File: src/rtl/hxm_ssid_write_scheduler_if.sv
// Request/HNM bundle for the SSID write scheduler.
// The slave modport is the scheduler's view. The master modport is the view of the
// environment: the SSID sources and the HNM.
interface hxm_ssid_write_scheduler_if #(
  parameter int SSIDBITS = 8,
  parameter int NREQ     = 4
);
  logic [NREQ-1:0]          req_valid;
  logic [NREQ*SSIDBITS-1:0] req_ssid;
  logic [NREQ-1:0]          req_ready;
  logic                     hnm_write_ready;
  logic                     hnm_new_output;
  logic                     hnm_write;
  logic [SSIDBITS-1:0]      hnm_ssid;
  logic                     hnm_reset;

  modport slave (
    input  req_valid, req_ssid, hnm_write_ready, hnm_new_output,
    output req_ready, hnm_write, hnm_ssid, hnm_reset
  );

  modport master (
    output req_valid, req_ssid, hnm_write_ready, hnm_new_output,
    input  req_ready, hnm_write, hnm_ssid, hnm_reset
  );
endinterface

File: src/rtl/hxm_ssid_write_scheduler.sv
// Round-robin scheduler that shares the single HNM SSID write port among NREQ sources.
// For each event it holds the HNM in reset, accepts SSIDs, and tracks writes in flight
// until the HNM returns them on newOutput. It then drains and pulses done.
// Optional feature: define HXM_SCHED_STATS_EN to add per-requester grant counters (stat_grants).
module hxm_ssid_write_scheduler #(
  parameter int SSIDBITS     = 8,
  parameter int NREQ         = 4,
  parameter int MAX_INFLIGHT = 15,
  parameter int INFLIGHTBITS = 4,
  parameter int RESET_CYCLES = 2
) (
  input  logic                    clk,
  input  logic                    reset,
  input  logic                    start,
  input  logic                    flush,
  input  logic                    clear,
  hxm_ssid_write_scheduler_if.slave bus,
  output logic [INFLIGHTBITS-1:0] in_flight,
  output logic                    idle,
  output logic                    done,
  output logic                    err_underflow
`ifdef HXM_SCHED_STATS_EN
  ,
  output logic [NREQ*16-1:0]      stat_grants
`endif
);

  localparam int PTRW = (NREQ > 1) ? $clog2(NREQ) : 1;
  localparam int CNTW = (RESET_CYCLES > 1) ? $clog2(RESET_CYCLES) : 1;

  typedef enum logic [1:0] {INIT, IDLE, RUN, DRAIN} state_t;

  state_t                  state, state_next;
  logic [CNTW-1:0]         init_cnt, cnt_next;
  logic [PTRW-1:0]         rr_ptr;
  logic [PTRW-1:0]         gnt_idx;
  logic                    gnt_found;
  logic                    grant;
  logic                    done_next;
  logic [NREQ-1:0]         ready;
  logic [INFLIGHTBITS:0]   pending;
  logic                    write_p1;
  logic [SSIDBITS-1:0]     ssid_p1;
  logic                    hnm_reset_p1;

  assign bus.req_ready = ready;
  assign bus.hnm_write = write_p1;
  assign bus.hnm_ssid  = ssid_p1;
  assign bus.hnm_reset = hnm_reset_p1;
  assign idle          = (state == IDLE);

  // Next-state, round-robin arbitration and grant gating
  always_comb begin
    state_next = state;
    cnt_next   = init_cnt;
    done_next  = 1'b0;
    grant      = 1'b0;
    gnt_found  = 1'b0;
    gnt_idx    = '0;
    ready      = '0;
    // A strobe on the port now is counted next edge, so include it in the budget
    pending    = {1'b0, in_flight} + {{INFLIGHTBITS{1'b0}}, write_p1};

    for (int k = 0; k < NREQ; k++) begin
      if (!gnt_found && bus.req_valid[(int'(rr_ptr) + k) % NREQ]) begin
        gnt_found = 1'b1;
        gnt_idx   = PTRW'((int'(rr_ptr) + k) % NREQ);
      end
    end

    unique case (state)
      INIT: begin
        if (init_cnt == CNTW'(RESET_CYCLES - 1)) begin
          state_next = IDLE;
          cnt_next   = '0;
        end else begin
          cnt_next = init_cnt + CNTW'(1);
        end
      end
      IDLE: begin
        if (clear) begin
          state_next = INIT;
          cnt_next   = '0;
        end else if (start) begin
          state_next = RUN;
        end
      end
      RUN: begin
        grant = gnt_found && bus.hnm_write_ready &&
                (pending < (INFLIGHTBITS+1)'(MAX_INFLIGHT));
        if (flush) state_next = DRAIN;
      end
      DRAIN: begin
        if (in_flight == '0 && !write_p1) begin
          done_next  = 1'b1;
          state_next = IDLE;
        end
      end
      default: state_next = INIT;
    endcase

    if (grant) ready[gnt_idx] = 1'b1;
  end

  // State register, HNM reset output and done pulse
  always_ff @(posedge clk) begin
    if (reset) begin
      state        <= INIT;
      init_cnt     <= '0;
      hnm_reset_p1 <= 1'b1;
      done         <= 1'b0;
    end else begin
      state        <= state_next;
      init_cnt     <= cnt_next;
      hnm_reset_p1 <= (state_next == INIT);
      done         <= done_next;
    end
  end

  // Grant -> registered HNM write strobe and SSID, round-robin pointer advance
  always_ff @(posedge clk) begin
    if (reset) begin
      write_p1 <= 1'b0;
      ssid_p1  <= '0;
      rr_ptr   <= '0;
    end else begin
      write_p1 <= grant;
      if (grant) begin
        ssid_p1 <= bus.req_ssid[int'(gnt_idx)*SSIDBITS +: SSIDBITS];
        rr_ptr  <= (gnt_idx == PTRW'(NREQ - 1)) ? '0 : gnt_idx + PTRW'(1);
      end
    end
  end

  // In-flight accounting; the HNM is held in reset during INIT, so nothing there is counted
  always_ff @(posedge clk) begin
    if (reset || state == INIT) begin
      in_flight <= '0;
    end else begin
      unique case ({write_p1, bus.hnm_new_output})
        2'b10:   in_flight <= in_flight + INFLIGHTBITS'(1);
        2'b01:   if (in_flight != '0) in_flight <= in_flight - INFLIGHTBITS'(1);
        default: ;
      endcase
    end
  end

  // Sticky flag: newOutput arrived with nothing outstanding
  always_ff @(posedge clk) begin
    if (reset) begin
      err_underflow <= 1'b0;
    end else if (state != INIT && bus.hnm_new_output && !write_p1 && in_flight == '0) begin
      err_underflow <= 1'b1;
    end
  end

`ifdef HXM_SCHED_STATS_EN
  // Per-requester saturating accepted-SSID counters, cleared while the HNM is reset
  always_ff @(posedge clk) begin
    if (reset || state == INIT) begin
      stat_grants <= '0;
    end else begin
      for (int i = 0; i < NREQ; i++) begin
        if (ready[i] && bus.req_valid[i] && stat_grants[i*16 +: 16] != 16'hFFFF)
          stat_grants[i*16 +: 16] <= stat_grants[i*16 +: 16] + 16'd1;
      end
    end
  end
`endif

endmodule
File: src/flat_wrapper.sv
// flat-port wrapper written by rule: the top's interface ports become plain ports
module hxm_ssid_write_scheduler_flat 
#(
  parameter int SSIDBITS     = 8,
  parameter int NREQ         = 4,
  parameter int MAX_INFLIGHT = 15,
  parameter int INFLIGHTBITS = 4,
  parameter int RESET_CYCLES = 2
)
  (clk, reset, start, flush, clear, in_flight, idle, done, err_underflow, bus_req_valid, bus_req_ssid, bus_hnm_write_ready, bus_hnm_new_output, bus_req_ready, bus_hnm_write, bus_hnm_ssid, bus_hnm_reset);
  hxm_ssid_write_scheduler_if #(.SSIDBITS(SSIDBITS), .NREQ(NREQ)) bus_i ();
  input  logic clk;
  input  logic reset;
  input  logic start;
  input  logic flush;
  input  logic clear;
  output logic [INFLIGHTBITS-1:0] in_flight;
  output logic idle;
  output logic done;
  output logic err_underflow;
  input wire logic [$bits(bus_i.req_valid)-1:0] bus_req_valid;
  input wire logic [$bits(bus_i.req_ssid)-1:0] bus_req_ssid;
  input wire logic [$bits(bus_i.hnm_write_ready)-1:0] bus_hnm_write_ready;
  input wire logic [$bits(bus_i.hnm_new_output)-1:0] bus_hnm_new_output;
  output wire logic [$bits(bus_i.req_ready)-1:0] bus_req_ready;
  output wire logic [$bits(bus_i.hnm_write)-1:0] bus_hnm_write;
  output wire logic [$bits(bus_i.hnm_ssid)-1:0] bus_hnm_ssid;
  output wire logic [$bits(bus_i.hnm_reset)-1:0] bus_hnm_reset;
  assign bus_i.req_valid = bus_req_valid;
  assign bus_i.req_ssid = bus_req_ssid;
  assign bus_i.hnm_write_ready = bus_hnm_write_ready;
  assign bus_i.hnm_new_output = bus_hnm_new_output;
  assign bus_req_ready = bus_i.req_ready;
  assign bus_hnm_write = bus_i.hnm_write;
  assign bus_hnm_ssid = bus_i.hnm_ssid;
  assign bus_hnm_reset = bus_i.hnm_reset;
  hxm_ssid_write_scheduler #(.SSIDBITS(SSIDBITS), .NREQ(NREQ), .MAX_INFLIGHT(MAX_INFLIGHT), .INFLIGHTBITS(INFLIGHTBITS), .RESET_CYCLES(RESET_CYCLES)) u_core (.clk(clk), .reset(reset), .start(start), .flush(flush), .clear(clear), .bus(bus_i), .in_flight(in_flight), .idle(idle), .done(done), .err_underflow(err_underflow));
endmodule
File: config.mk
export PLATFORM = sky130hd
export DESIGN_NAME = hxm_ssid_write_scheduler_flat
export DESIGN_NICKNAME = d
export VERILOG_FILES = /design/src/rtl/hxm_ssid_write_scheduler_if.sv /design/src/rtl/hxm_ssid_write_scheduler.sv /design/src/flat_wrapper.sv
export SDC_FILE = /design/constraint.sdc
export NUM_CORES = 1
export LEC_CHECK = 0
export CAP_MARGIN = 30
export CORE_MARGIN = 2
export CORE_UTILIZATION = 40
export CTS_CLUSTER_DIAMETER = 30
export DETAILED_ROUTE_END_ITERATION = 6
export PLACE_DENSITY = 0.75
export RECOVER_POWER = 25
export SLEW_MARGIN = 15
export SYNTH_ARGS = -nofsm -noshare
export SYNTH_HDL_FRONTEND = slang
export SYNTH_SLANG_ARGS = --single-unit
File: constraint.sdc
create_clock -name clk -period 2.8 [get_ports clk]
set_clock_uncertainty 0.05 [all_clocks]
set_input_delay 0.28 -clock clk [delete_from_list [all_inputs] [get_ports clk]]
set_output_delay 0.28 -clock clk [all_outputs]
set_load 0.005 [all_outputs]
Word level (Yosys, flattened, before mapping)
Index checks and enable logic that the tools add are counted.
Cells by class
  add/sub/neg operators: 8
  $lt $le $gt $ge: 7
  equality and inequality tests: 8
  shift operators: 1
  multiplexer cells: 36
  bitwise logic cells: 4
  reductions and logical operators: 28
Operators with widths (number)
  $shiftx 32x6->8: 1
  $mux 2: 10
  $mux 1: 16
  $lt 3x4->1 const B: 3
  $logic_and 1x1->1: 10
  $bmux 1 s2: 4
  $eq 2x2->1 const B: 4
  $mux 4: 2
  $pmux 2 s4: 1
  $pmux 4 s2: 1
  $reduce_or 2->1: 4
  $lt 2x3->1 const B: 2
  $reduce_bool 2->1: 3
  $add 4x1->5: 1
  $lt 5x4->1 const B: 1
  $add 2x1->2 const B: 2
  $add 2x2->2 const B: 2
  $add 4x1->4 const B: 1
  $eq 2x1->1 const B: 2
  $logic_not 1->1: 4
  $logic_not 2->1: 2
  $logic_not 4->1: 1
  $reduce_and 2->1: 2
  $reduce_bool 4->1: 1
  10 further kinds: 12
Storage, ports and cells
  register bits: 21
  input bits: 43
  output and inout port bits: 21
  word-level logic and storage cells: 101

Depth between registers and ports, before layout
  depth after elaboration: 19
  gate-level depth with buffers: 8
  mapped depth without buffers: 8

Least setup slack after synthesis
Ideal clock, no wire load.
  path type: register to output
  start point: reg u_core.in_flight[0]
  end point: out bus_req_ready[0]
  arrival: 1.763 ns
  required time: 2.470 ns
  slack: 0.707 ns
  cell stages (with the launch flop): 8
  cell sequence: dfxtp_1 ha_1 ha_1 nand3b_1 xor2_1 o31ai_4 buf_6 nor2_1
On the way
  longest elaborated chain between the ends: 5
RTL lines
  from (decl): line hxm_ssid_write_scheduler.sv:18  | output logic [INFLIGHTBITS-1:0] in_flight,
  from (signal assigned): line hxm_ssid_write_scheduler.sv:141  | 2'b10: in_flight <= in_flight + INFLIGHTBITS'(1);
  from (signal assigned): line hxm_ssid_write_scheduler.sv:142  | 2'b01: if (in_flight != '0) in_flight <= in_flight - INFLIGHTBITS'(1);
  $add 4x1->5: line hxm_ssid_write_scheduler.sv:62  | pending = {1'b0, in_flight} + {{INFLIGHTBITS{1'b0}}, write_p1};
  $lt 5x4->1: line hxm_ssid_write_scheduler.sv:90  | (pending < (INFLIGHTBITS+1)'(MAX_INFLIGHT));
  $logic_and 1x1->1: line hxm_ssid_write_scheduler.sv:89  | grant = gnt_found && bus.hnm_write_ready &&
  $mux 1: line hxm_ssid_write_scheduler.sv:71  | unique case (state)
  $mux 4: line hxm_ssid_write_scheduler.sv:102  | if (grant) ready[gnt_idx] = 1'b1;
  to (decl): line flat_wrapper.sv:25  | output wire logic [$bits(bus_i.req_ready)-1:0] bus_req_ready;
No other way between the ends.

Final worst setup path
  start point: in bus_req_valid[2]
  end point: out bus_req_ready[0]
On the way
  longest elaborated chain between the ends: 17
  elaborated cells between the ends (all ways): 34
  classes of those cells: order compare: 2; mux: 23; reduce/logical: 9
RTL lines
  from (decl): line flat_wrapper.sv:21  | input wire logic [$bits(bus_i.req_valid)-1:0] bus_req_valid;
  $bmux 1 s2: line hxm_ssid_write_scheduler.sv:65  | if (!gnt_found && bus.req_valid[(int'(rr_ptr) + k) % NREQ]) begin
  $mux 1 (not written as such): line hxm_ssid_write_scheduler.sv:65
  $mux 1: line hxm_ssid_write_scheduler.sv:65
  $logic_not 1->1: line hxm_ssid_write_scheduler.sv:65
  $logic_and 1x1->1: line hxm_ssid_write_scheduler.sv:65
  $mux 1: line hxm_ssid_write_scheduler.sv:65
  $logic_not 1->1: line hxm_ssid_write_scheduler.sv:65
  $logic_and 1x1->1: line hxm_ssid_write_scheduler.sv:65
  $mux 1: line hxm_ssid_write_scheduler.sv:65
  $logic_not 1->1: line hxm_ssid_write_scheduler.sv:65
  $logic_and 1x1->1: line hxm_ssid_write_scheduler.sv:65
  $mux 2: line hxm_ssid_write_scheduler.sv:65
  $lt 2x3->1 (not written as such) or $ge 2x1->1 (tied branches): line hxm_ssid_write_scheduler.sv:102
  $logic_and 1x1->1 (not written as such): line hxm_ssid_write_scheduler.sv:102
  $mux 1 (not written as such): line hxm_ssid_write_scheduler.sv:102
  $demux 1 s2
  $mux 4 (*): line hxm_ssid_write_scheduler.sv:102
Mark *: on every way between the ends. The rest lies on a longest branch, timed or not. The select of a mux whose other input is x is not followed.

==> flow_metrics.env <==
export IMPL_grt_start_max_net_pins=18
export IMPL_cp_arrival_ns=2.29
export IMPL_vdd_drop_max_mv=0.320
export IMPL_clk_latency_ns=0.31
export IMPL_synth_seq_cells=21
export IMPL_port_buffers=63
export IMPL_min_to="u_core.err_underflow$_SDFFE_PP0P_"
export IMPL_critPathTopFamily="buffers and inverters"
export IMPL_ys_seq_area_frac=0.290
export IMPL_timing_fmax_ghz=0.381
export IMPL_r2r_end="u_core.bus.hnm_ssid[6]$_SDFFE_PP0P_"
export IMPL_root_buffer="clkbuf_4"
export IMPL_max_cap_violations=0
export IMPL_antenna_cells=0
export IMPL_hold_class="register to register"
export IMPL_grt_usage=0.213
export IMPL_start_util=0.424
export IMPL_synth_edf_count=0
export IMPL_core_area_mm2=0.00342
export IMPL_top_layer="met4"
export IMPL_startpoint_type="input port"
export IMPL_syn_inst=183
export IMPL_wl_per_cell_um=14.6
export IMPL_drive_gt1_frac=0.0645
export IMPL_p_leak_uw=0.000838
export IMPL_worst_pin_slew_ns=0.853
export IMPL_ant_nets=0
export IMPL_timing_final_max_slew_violations=0
export IMPL_yosys_area_top_type_share=0.290
export IMPL_holdCritStartpoint="u_core.err_underflow$_SDFFE_PP0P_"
export IMPL_ys_warn_count=0
export IMPL_period_needed_ns=2.62
export IMPL_cp_cell_sequence="clkdlybuf4s50_1 > mux2i_1 > o2bb2ai_1 > nor2_4 > inv_2 > ha_1 > inv_1 > nor2_1 > clkdlybuf4s50_1"
export IMPL_cp_slowest_cell="clkdlybuf4s50_1"
export IMPL_routabilityCongestion=0.799
export IMPL_ctsLongestPathBuffers=2
export IMPL_finalPower_uw=655
export IMPL_final_util=0.638
export IMPL_period_share=0.937
export IMPL_hold_violations=0
export IMPL_crit_top_cell="clkdlybuf4s50_1"
export IMPL_nets=301
export IMPL_seq_area_um2=420
export IMPL_hold_depth=2
export IMPL_die_width_um=64.2
export IMPL_status="finished, final reports clean"
export IMPL_r2r_setup_slack_ns=0.54
export IMPL_critPathMaxFanout=10
export IMPL_stdcell_count=294
export IMPL_synth_fp_nets=235
export IMPL_post_cts_resized=0
export IMPL_syn_area_mm2=0.00145
export IMPL_clkSinkCount=21
export IMPL_wl_met1_mm=1.90
export IMPL_path_class="input port to output port"
export IMPL_grt_pass1_vias=1441
export IMPL_setup_violations=0
export IMPL_rsz0062_at_grt="no"
export IMPL_cts_tree="done"
export IMPL_r2r_start="u_core.in_flight[0]$_SDFFE_PP0P_"
export IMPL_synth_top_cell_by_area="dfxtp_1"
export IMPL_cts_htree_levels=1
export IMPL_grt_first_pass_wirelength_mm=6.91
export IMPL_routed_wl_met2_mm=2.03
export IMPL_numCtsBuffers=3
export IMPL_fp_dieH_um=64.2
export IMPL_rr_worst_depth=8
export IMPL_synthTopCellsByCount="33 x nand3_1, 21 x dfxtp_1, 17 x o21ai_0"
export IMPL_synth_area_top_cells="dfxtp_1 29%, nand3_1 11%, ha_1 6.9%"
export IMPL_vias=1602
export IMPL_drt_first_pass_iters=5
export IMPL_drt_iter0_markers=147
export IMPL_io_pins=64
export IMPL_postSynth_asyncResetShare=0
export IMPL_multi_input_area_um2=950
export IMPL_synthFlopType="dfxtp_1"
export IMPL_tns_ns=0
export IMPL_wl_mm=4.30
export IMPL_die_area_mm2=0.00412
export IMPL_critPathBufInv=4
export IMPL_wl_met3_um=303
export IMPL_required_ns=2.47
export IMPL_synth_distinct_cells=43
export IMPL_yosysMostFrequentCell="nand3_1"
export IMPL_placementRows=21
export IMPL_overflow=0
export IMPL_drc=0
export IMPL_viasPerCell=5.45
export IMPL_dpl_hpwl_mm=3.33
export IMPL_postSynthAreaPerCell_um2=7.91
export IMPL_n_fill_cell=324
export IMPL_cpPeakStageDelay_ns=0.54
export IMPL_slew_headroom=0.429
export IMPL_cts_setup_buffers=0
export IMPL_fin_hold_ws_ns=0.433
export IMPL_antenna_found_initial=0
export IMPL_hold_buffers=0
export IMPL_place_inst=290
export IMPL_worstSetupEndpointType="output port"
export IMPL_powerDensity_mw_per_mm2=301
export IMPL_path_clk_slew_ns=0.11
export IMPL_area_delta_synth_final_pct=50.5
## state kept, by name, summed over array words and instances (netlist names)
register / flops
u_core.err_underflow: 1
u_core.init_cnt: 1
u_core.bus.hnm_reset: 1
u_core.bus.hnm_write: 1
u_core.in_flight: 4
u_core.state: 2
u_core.bus.hnm_ssid: 8
u_core.done: 1
u_core.rr_ptr: 2
## cell usage in the layout (no fill, tap or decap), drive strengths merged, types with 2 or more instances in the layout
| master | count |
|---|---|
| clkdlybuf4s50 | 56 |
| nand3 | 33 |
| dfxtp | 21 |
| o21ai | 19 |
| nor2 | 17 |
| inv | 13 |
| nor2b | 10 |
| a32o | 8 |
| ha | 8 |
| dlygate4sd3 | 7 |
| a21oi | 6 |
| buf | 6 |
| nand2b | 5 |
| clkbuf | 4 |
| nand2 | 3 |
| xnor2 | 3 |
| mux2i | 2 |
| nand3b | 2 |
| o21bai | 2 |
| a211oi | 2 |
| nor3 | 2 |
## cell families (layout without fill, tap and decap cells)
logic type | Yosys count | after routing | synth area share
mux | 2 | 2 | 0.0138
buf+inv | 21 | 86 | 0.0614
fa+ha+maj | 9 | 9 | 0.0830
compound gates | 48 | 48 | 0.235
simple gates | 78 | 78 | 0.292
xor+xnor | 4 | 4 | 0.0242
flops | 21 | 21 | 0.290
## worst register-to-register path: cells and delay by family (launching register included)
kind	cells	cell delay, ns
compound gates	2	0.56
fa+ha+maj	2	0.43
flops	1	0.39
buf+inv	1	0.29
simple gates	2	0.25
xor+xnor	1	0.18
## power breakdown
part           switching [uW]  leakage [uW]  internal (uW)
clock                    95.0     0.0000150           55.6
sequential               7.60      0.000170            309
combinational            83.7      0.000653            104
total                     186      0.000838            468
## metal layers
| metal | global-route usage | vias up |
|---|---|---|
| met2 | 0.336 | 68 |
| met5 | 0 | - |
| met4 | 0.0585 | 0 |
| met3 | 0.0458 | 8 |
| li1 | - | 799 |
| met1 | 0.293 | 727 |
## worst max-delay path by stage
| stage | from | end | cells past startpoint |
|---|---|---|---|
| final | bus_req_valid[2] | bus_req_ready[0] | 9 |
| after global routing | u_core.in_flight[0]$_SDFFE_PP0P_ | bus_req_ready[0] | 7 |
| after CTS | u_core.in_flight[0]$_SDFFE_PP0P_ | bus_req_ready[0] | 7 |
| after detailed placement | bus_req_valid[0] | bus_req_ready[0] | 9 |
| after global placement | bus_req_valid[0] | bus_req_ready[2] | 9 |
| after floorplan | u_core.in_flight[0]$_SDFFE_PP0P_ | bus_req_ready[0] | 7 |
## final cells by class
class / instances / share of cell area
timing repair buffer: 69 / 0.310
clock buffer: 4 / 0.0121
multi-input combinational: 141 / 0.436
sequential: 21 / 0.193
tap: 46 / 0.0264
inverter: 13 / 0.0224
## through the flow
stage	cell area, um2	setup slack [ns]
finish	2180	0.175
global route	2180	0.0116
CTS	2170	0.108
detailed placement	2140	0.163
global placement	2130	0.203
floorplan	1450	0.707
Note: power is estimated with default switching activity, not from simulation.
==> edit 1, RTL diff (config.mk and constraints unchanged) <==
`INFLIGHTBITS` is set to 4 in 2 places; all go to 6.
--- a/src/rtl/hxm_ssid_write_scheduler.sv
+++ b/src/rtl/hxm_ssid_write_scheduler.sv
@@ -6,7 +6,7 @@
   parameter int SSIDBITS     = 8,
   parameter int NREQ         = 4,
   parameter int MAX_INFLIGHT = 15,
-  parameter int INFLIGHTBITS = 4,
+  parameter int INFLIGHTBITS = 6,
   parameter int RESET_CYCLES = 2
 ) (
   input  logic                    clk,
--- a/src/flat_wrapper.sv
+++ b/src/flat_wrapper.sv
@@ -4,7 +4,7 @@
   parameter int SSIDBITS     = 8,
   parameter int NREQ         = 4,
   parameter int MAX_INFLIGHT = 15,
-  parameter int INFLIGHTBITS = 4,
+  parameter int INFLIGHTBITS = 6,
   parameter int RESET_CYCLES = 2
 )
   (clk, reset, start, flush, clear, in_flight, idle, done, err_underflow, bus_req_valid, bus_req_ssid, bus_hnm_write_ready, bus_hnm_new_output, bus_req_ready, bus_hnm_write, bus_hnm_ssid, bus_hnm_reset);
Interface: changed (resized in_flight); port bits go from 64 to 66. No check against the original RTL was run, so the function may have changed too.
==> edit 1 against the original RTL <==
Routed wire length up 0.77%. Die area increased by 13%. Sequential share of layout area down 0.47 points. Area after synthesis rose by 13%. Total power is 23% higher. Sequential cell count up 2. Global-route usage down 2.7 points. Final area rose by 13%. Setup slack worse by 0.083 ns. Combinational power grew 30%. Clock power grew 37%. Largest power group unchanged.
==> edit 1: results (changes against the original RTL) <==
set qor(dp_hpwl_mm) 3.387 ;# +1.7%
set qor(ff2ff_path_depth) 7 ;# -1
set qor(crit_fanout) 5 ;# -5
set qor(globalRouteMet3Util) 0.02632 ;# -0.01946
set qor(first_global_vias) 1399 ;# -2.9%
set qor(global_route_wire_length_before_repair_mm) 6.658 ;# -3.7%
set qor(wl_met2_mm) 2.115 ;# +4.4%
set qor(placed_cell_area_mm2) 0.002347 ;# +9.6%
set qor(port-buffer-count) 65 ;# +3.2%
set qor(synth_commonest_cells) {sky130_fd_sc_hd__dfxtp_1, sky130_fd_sc_hd__a211oi_1, sky130_fd_sc_hd__nor3b_1, sky130_fd_sc_hd__nand2_1, sky130_fd_sc_hd__nor2_1}
set qor(drt_pass1_iterations) 4 ;# -1
set qor(final_weighted_congestion_in_routability_driven_placement) 0.8493 ;# +6.3%
set qor(post_synth_main_area_contributors) {sky130_fd_sc_hd__dfxtp_1, sky130_fd_sc_hd__a211oi_1, sky130_fd_sc_hd__nor3b_1, sky130_fd_sc_hd__ha_1, sky130_fd_sc_hd__o32ai_1}
set qor(timing.critical_path.from) {bus_req_valid[3]}
set qor(outcome) {completed}
set qor(use_met2) 0.3058 ;# -0.03011
set qor(rr_startpoint) {u_core.bus.hnm_write$_SDFF_PP0_}
set qor(grt_start_max_net_pins) 17 ;# -1
set qor(power_frac_comb) 0.301 ;# +0.015
set qor(dr.first_iter.drc_count) 40 ;# -73%
set qor(post_layout_minimum_cycle_time_ns) 2.708 ;# +0.08302 ns
set qor(clock_net_power_mw) 0.207 ;# +37%
set qor(crit_end) {bus_req_ready[3]}
set qor(synth_area_per_cell_um2) 8.928 ;# +13%
set qor(insertion_delay_ns) 0.26 ;# -0.05 ns
-- edit 1: metrics by stage --
| step | util | hold slack [ns] |
|---|---|---|
| finish | 0.6175 | 0.4173 |
| global route | 0.6175 | 0.4294 |
| CTS | 0.6037 | 0.4182 |
| detailed placement | 0.5911 | 0.4006 |
| global placement | 0.5911 | 0.4034 |
| floorplan | - | 0.2991 |
-- edit 1: area by class of cell --
cell class              count  area [um2]  share of cell area
well taps                  50       62.56             0.02551
repair buffers             82       780.7              0.3184
inverters                  12       45.04             0.01837
clock buffers               3       41.29             0.01684
clock inverters             1       5.005            0.002041
flip-flops and latches     23       461.7              0.1883
multi-input cells         142        1056              0.4306
-- edit 1: cells by family (layout without fill, tap and decap cells) --
kind of cell,after synthesis,after routing,share of synthesized area
flip-flops,23,23,0.2803
AO/OA/AOI/OAI,51,51,0.2475
AND/OR/NAND/NOR,70,70,0.2422
adder cells (fa/ha/maj),11,11,0.08835
multiplexers,6,6,0.03732
XOR/XNOR,4,4,0.02133
buffers and inverters,19,98,0.08302
==> edit 2, RTL diff (same settings) <==
Made on the original files. The 4 states of `state_t` get a one-hot encoding in 4 bits.
--- a/src/rtl/hxm_ssid_write_scheduler.sv
+++ b/src/rtl/hxm_ssid_write_scheduler.sv
@@ -28,7 +28,7 @@
   localparam int PTRW = (NREQ > 1) ? $clog2(NREQ) : 1;
   localparam int CNTW = (RESET_CYCLES > 1) ? $clog2(RESET_CYCLES) : 1;
 
-  typedef enum logic [1:0] {INIT, IDLE, RUN, DRAIN} state_t;
+  typedef enum logic [3:0] {INIT = 4'b0001, IDLE = 4'b0010, RUN = 4'b0100, DRAIN = 4'b1000} state_t;
 
   state_t                  state, state_next;
   logic [CNTW-1:0]         init_cnt, cnt_next;
Function: no difference found for any inputs over 4 cycles, from zero or initial values and one cycle with reset high; so few cycles prove little.
==> edit 2 against the original RTL <==
Routed wire length shrank 9.9%. Combinational power rose by 44%. Area after synthesis increased by 9.3%. Fmax down 2.5%. Global-route usage fell by 2.5 points. Setup slack worse by 0.067 ns. Die area increased by 8.7%. Final area increased by 9.4%. Cell count grew 1.4%. Sequential cell count increased by 2. Total power is 31% higher. Non-clock buffer count grew 6. Largest cell class unchanged.
==> edit 2: results (changes against the original RTL) <==
set qor(outcome) {completed}
set qor(yosysUniqueCellTypes) 39 ;# -9.3%
set qor(timing.slew.headroom) 0.7440 ;# +0.3154
set qor(finish.net_count) 303 ;# +0.66%
set qor(wl_met3_um) 292 ;# -3.6%
set qor(post_synth_main_area_contributors) {sky130_fd_sc_hd__dfxtp_1, sky130_fd_sc_hd__a211oi_1, sky130_fd_sc_hd__nor3b_1, sky130_fd_sc_hd__ha_1, sky130_fd_sc_hd__o31ai_2}
set qor(synth_seq_area_share) 0.2909 ;# +0.0005029
set qor(post_synth_mux_area_share) 0.02530 ;# +0.01147
set qor(global_route_wire_length_before_repair_mm) 6.506 ;# -5.9%
set qor(wl_met2_mm) 1.725 ;# -15%
set qor(synth_xor_area_frac) 0.02767 ;# +0.003467
set qor(worst_slack_at_placement_ns) 0.07832 ;# -0.08450 ns
set qor(drt_wl_total_mm) 3.876 ;# -9.9%
set qor(dp_hpwl_mm) 3.126 ;# -6.1%
set qor(fmax_ghz) 0.3716 ;# -2.5%
set qor(path_clk_slew_ns) 0.08 ;# -0.03 ns
set qor(final_layout_size_suffix_gt1_frac) 0.1320 ;# +0.06748
set qor(r2r_end) {u_core.bus.hnm_ssid[0]$_SDFFE_PP0P_}
set qor(yosys.area_share.adder) 0.07589 ;# -0.007084
set qor(synth_commonest_cells) {sky130_fd_sc_hd__dfxtp_1, sky130_fd_sc_hd__a211oi_1, sky130_fd_sc_hd__nor2_1, sky130_fd_sc_hd__nor3b_1, sky130_fd_sc_hd__inv_1}
set qor(wl_met1_mm) 1.812 ;# -4.5%
set qor(synth_compound_gate_area_share) 0.2553 ;# +0.02025
set qor(worst-r2r-setup-slack_ns) 0.36 ;# -0.18 ns
set qor(total_leakage_power_nw) 0.9131 ;# +8.9%
set qor(insertion_delay_ns) 0.26 ;# -0.05 ns
set qor(cts.root.buffer_cell) {sky130_fd_sc_hd__clkbuf_8}
set qor(drt_pass1_iterations) 4 ;# -1
set qor(crit_arrival_ns) 2.36 ;# +0.07 ns
set qor(dr.first_iter.drc_count) 100 ;# -32%
set qor(grt_start_max_net_pins) 19 ;# +1
edit 2: changes by cell type after synthesis, sizes merged, moves of 7 or more:
cell    delta
a211oi    +16
a32o       -8
nand3     -29
nand3b     +7
nor2b      -9
nor3b     +15
o21ai     -17
o31ai      +7
edit 2: cells by family after synthesis:
kind of cell	Yosys count
simple gates	70
flops	23
fa+ha+maj	9
compound gates	45
buf+inv	23
xor+xnor	5
mux	4
edit 2: worst max-delay path, stage by stage (launching register included):
cell	delay, ns
sky130_fd_sc_hd__dfxtp_1	0.35
sky130_fd_sc_hd__ha_1	0.22
sky130_fd_sc_hd__ha_1	0.20
sky130_fd_sc_hd__nand3b_1	0.22
sky130_fd_sc_hd__xor2_2	0.21
sky130_fd_sc_hd__o311ai_4	0.09
sky130_fd_sc_hd__buf_4	0.18
sky130_fd_sc_hd__nor2_1	0.10
sky130_fd_sc_hd__clkdlybuf4s50_1	0.51
edit 2: final cells by class:
cell class              instances  area, um2
fillers                       351       1360
multi-input cells             133       1028
repair buffers                 75      733.2
flip-flops and latches         23      460.4
well taps                      48      60.06
inverters                      15      56.30
clock buffers                   4      45.04
edit 2: power by group:
group / leakage [nW] / switching [mW] / internal (mW)
Combinational: 0.704 / 0.122 / 0.148
Sequential: 0.186 / 0.0290 / 0.356
Clock: 0.0228 / 0.103 / 0.102
edit 2: per-stage QoR:
step	setup TNS (ns)	utilization	std cells	hold slack, ns	total power, mW
2_1_floorplan	0	-	179	0.3197	0.5505
3_3_place_gp	0	0.6200	293	0.4047	0.6635
3_5_place_dp	0	0.6200	293	0.4181	0.6659
4_1_cts	0	0.6320	297	0.4365	0.8686
5_1_grt	-0.02607	0.6367	298	0.4694	0.9146
6_report	0	0.6367	298	0.4252	0.8593
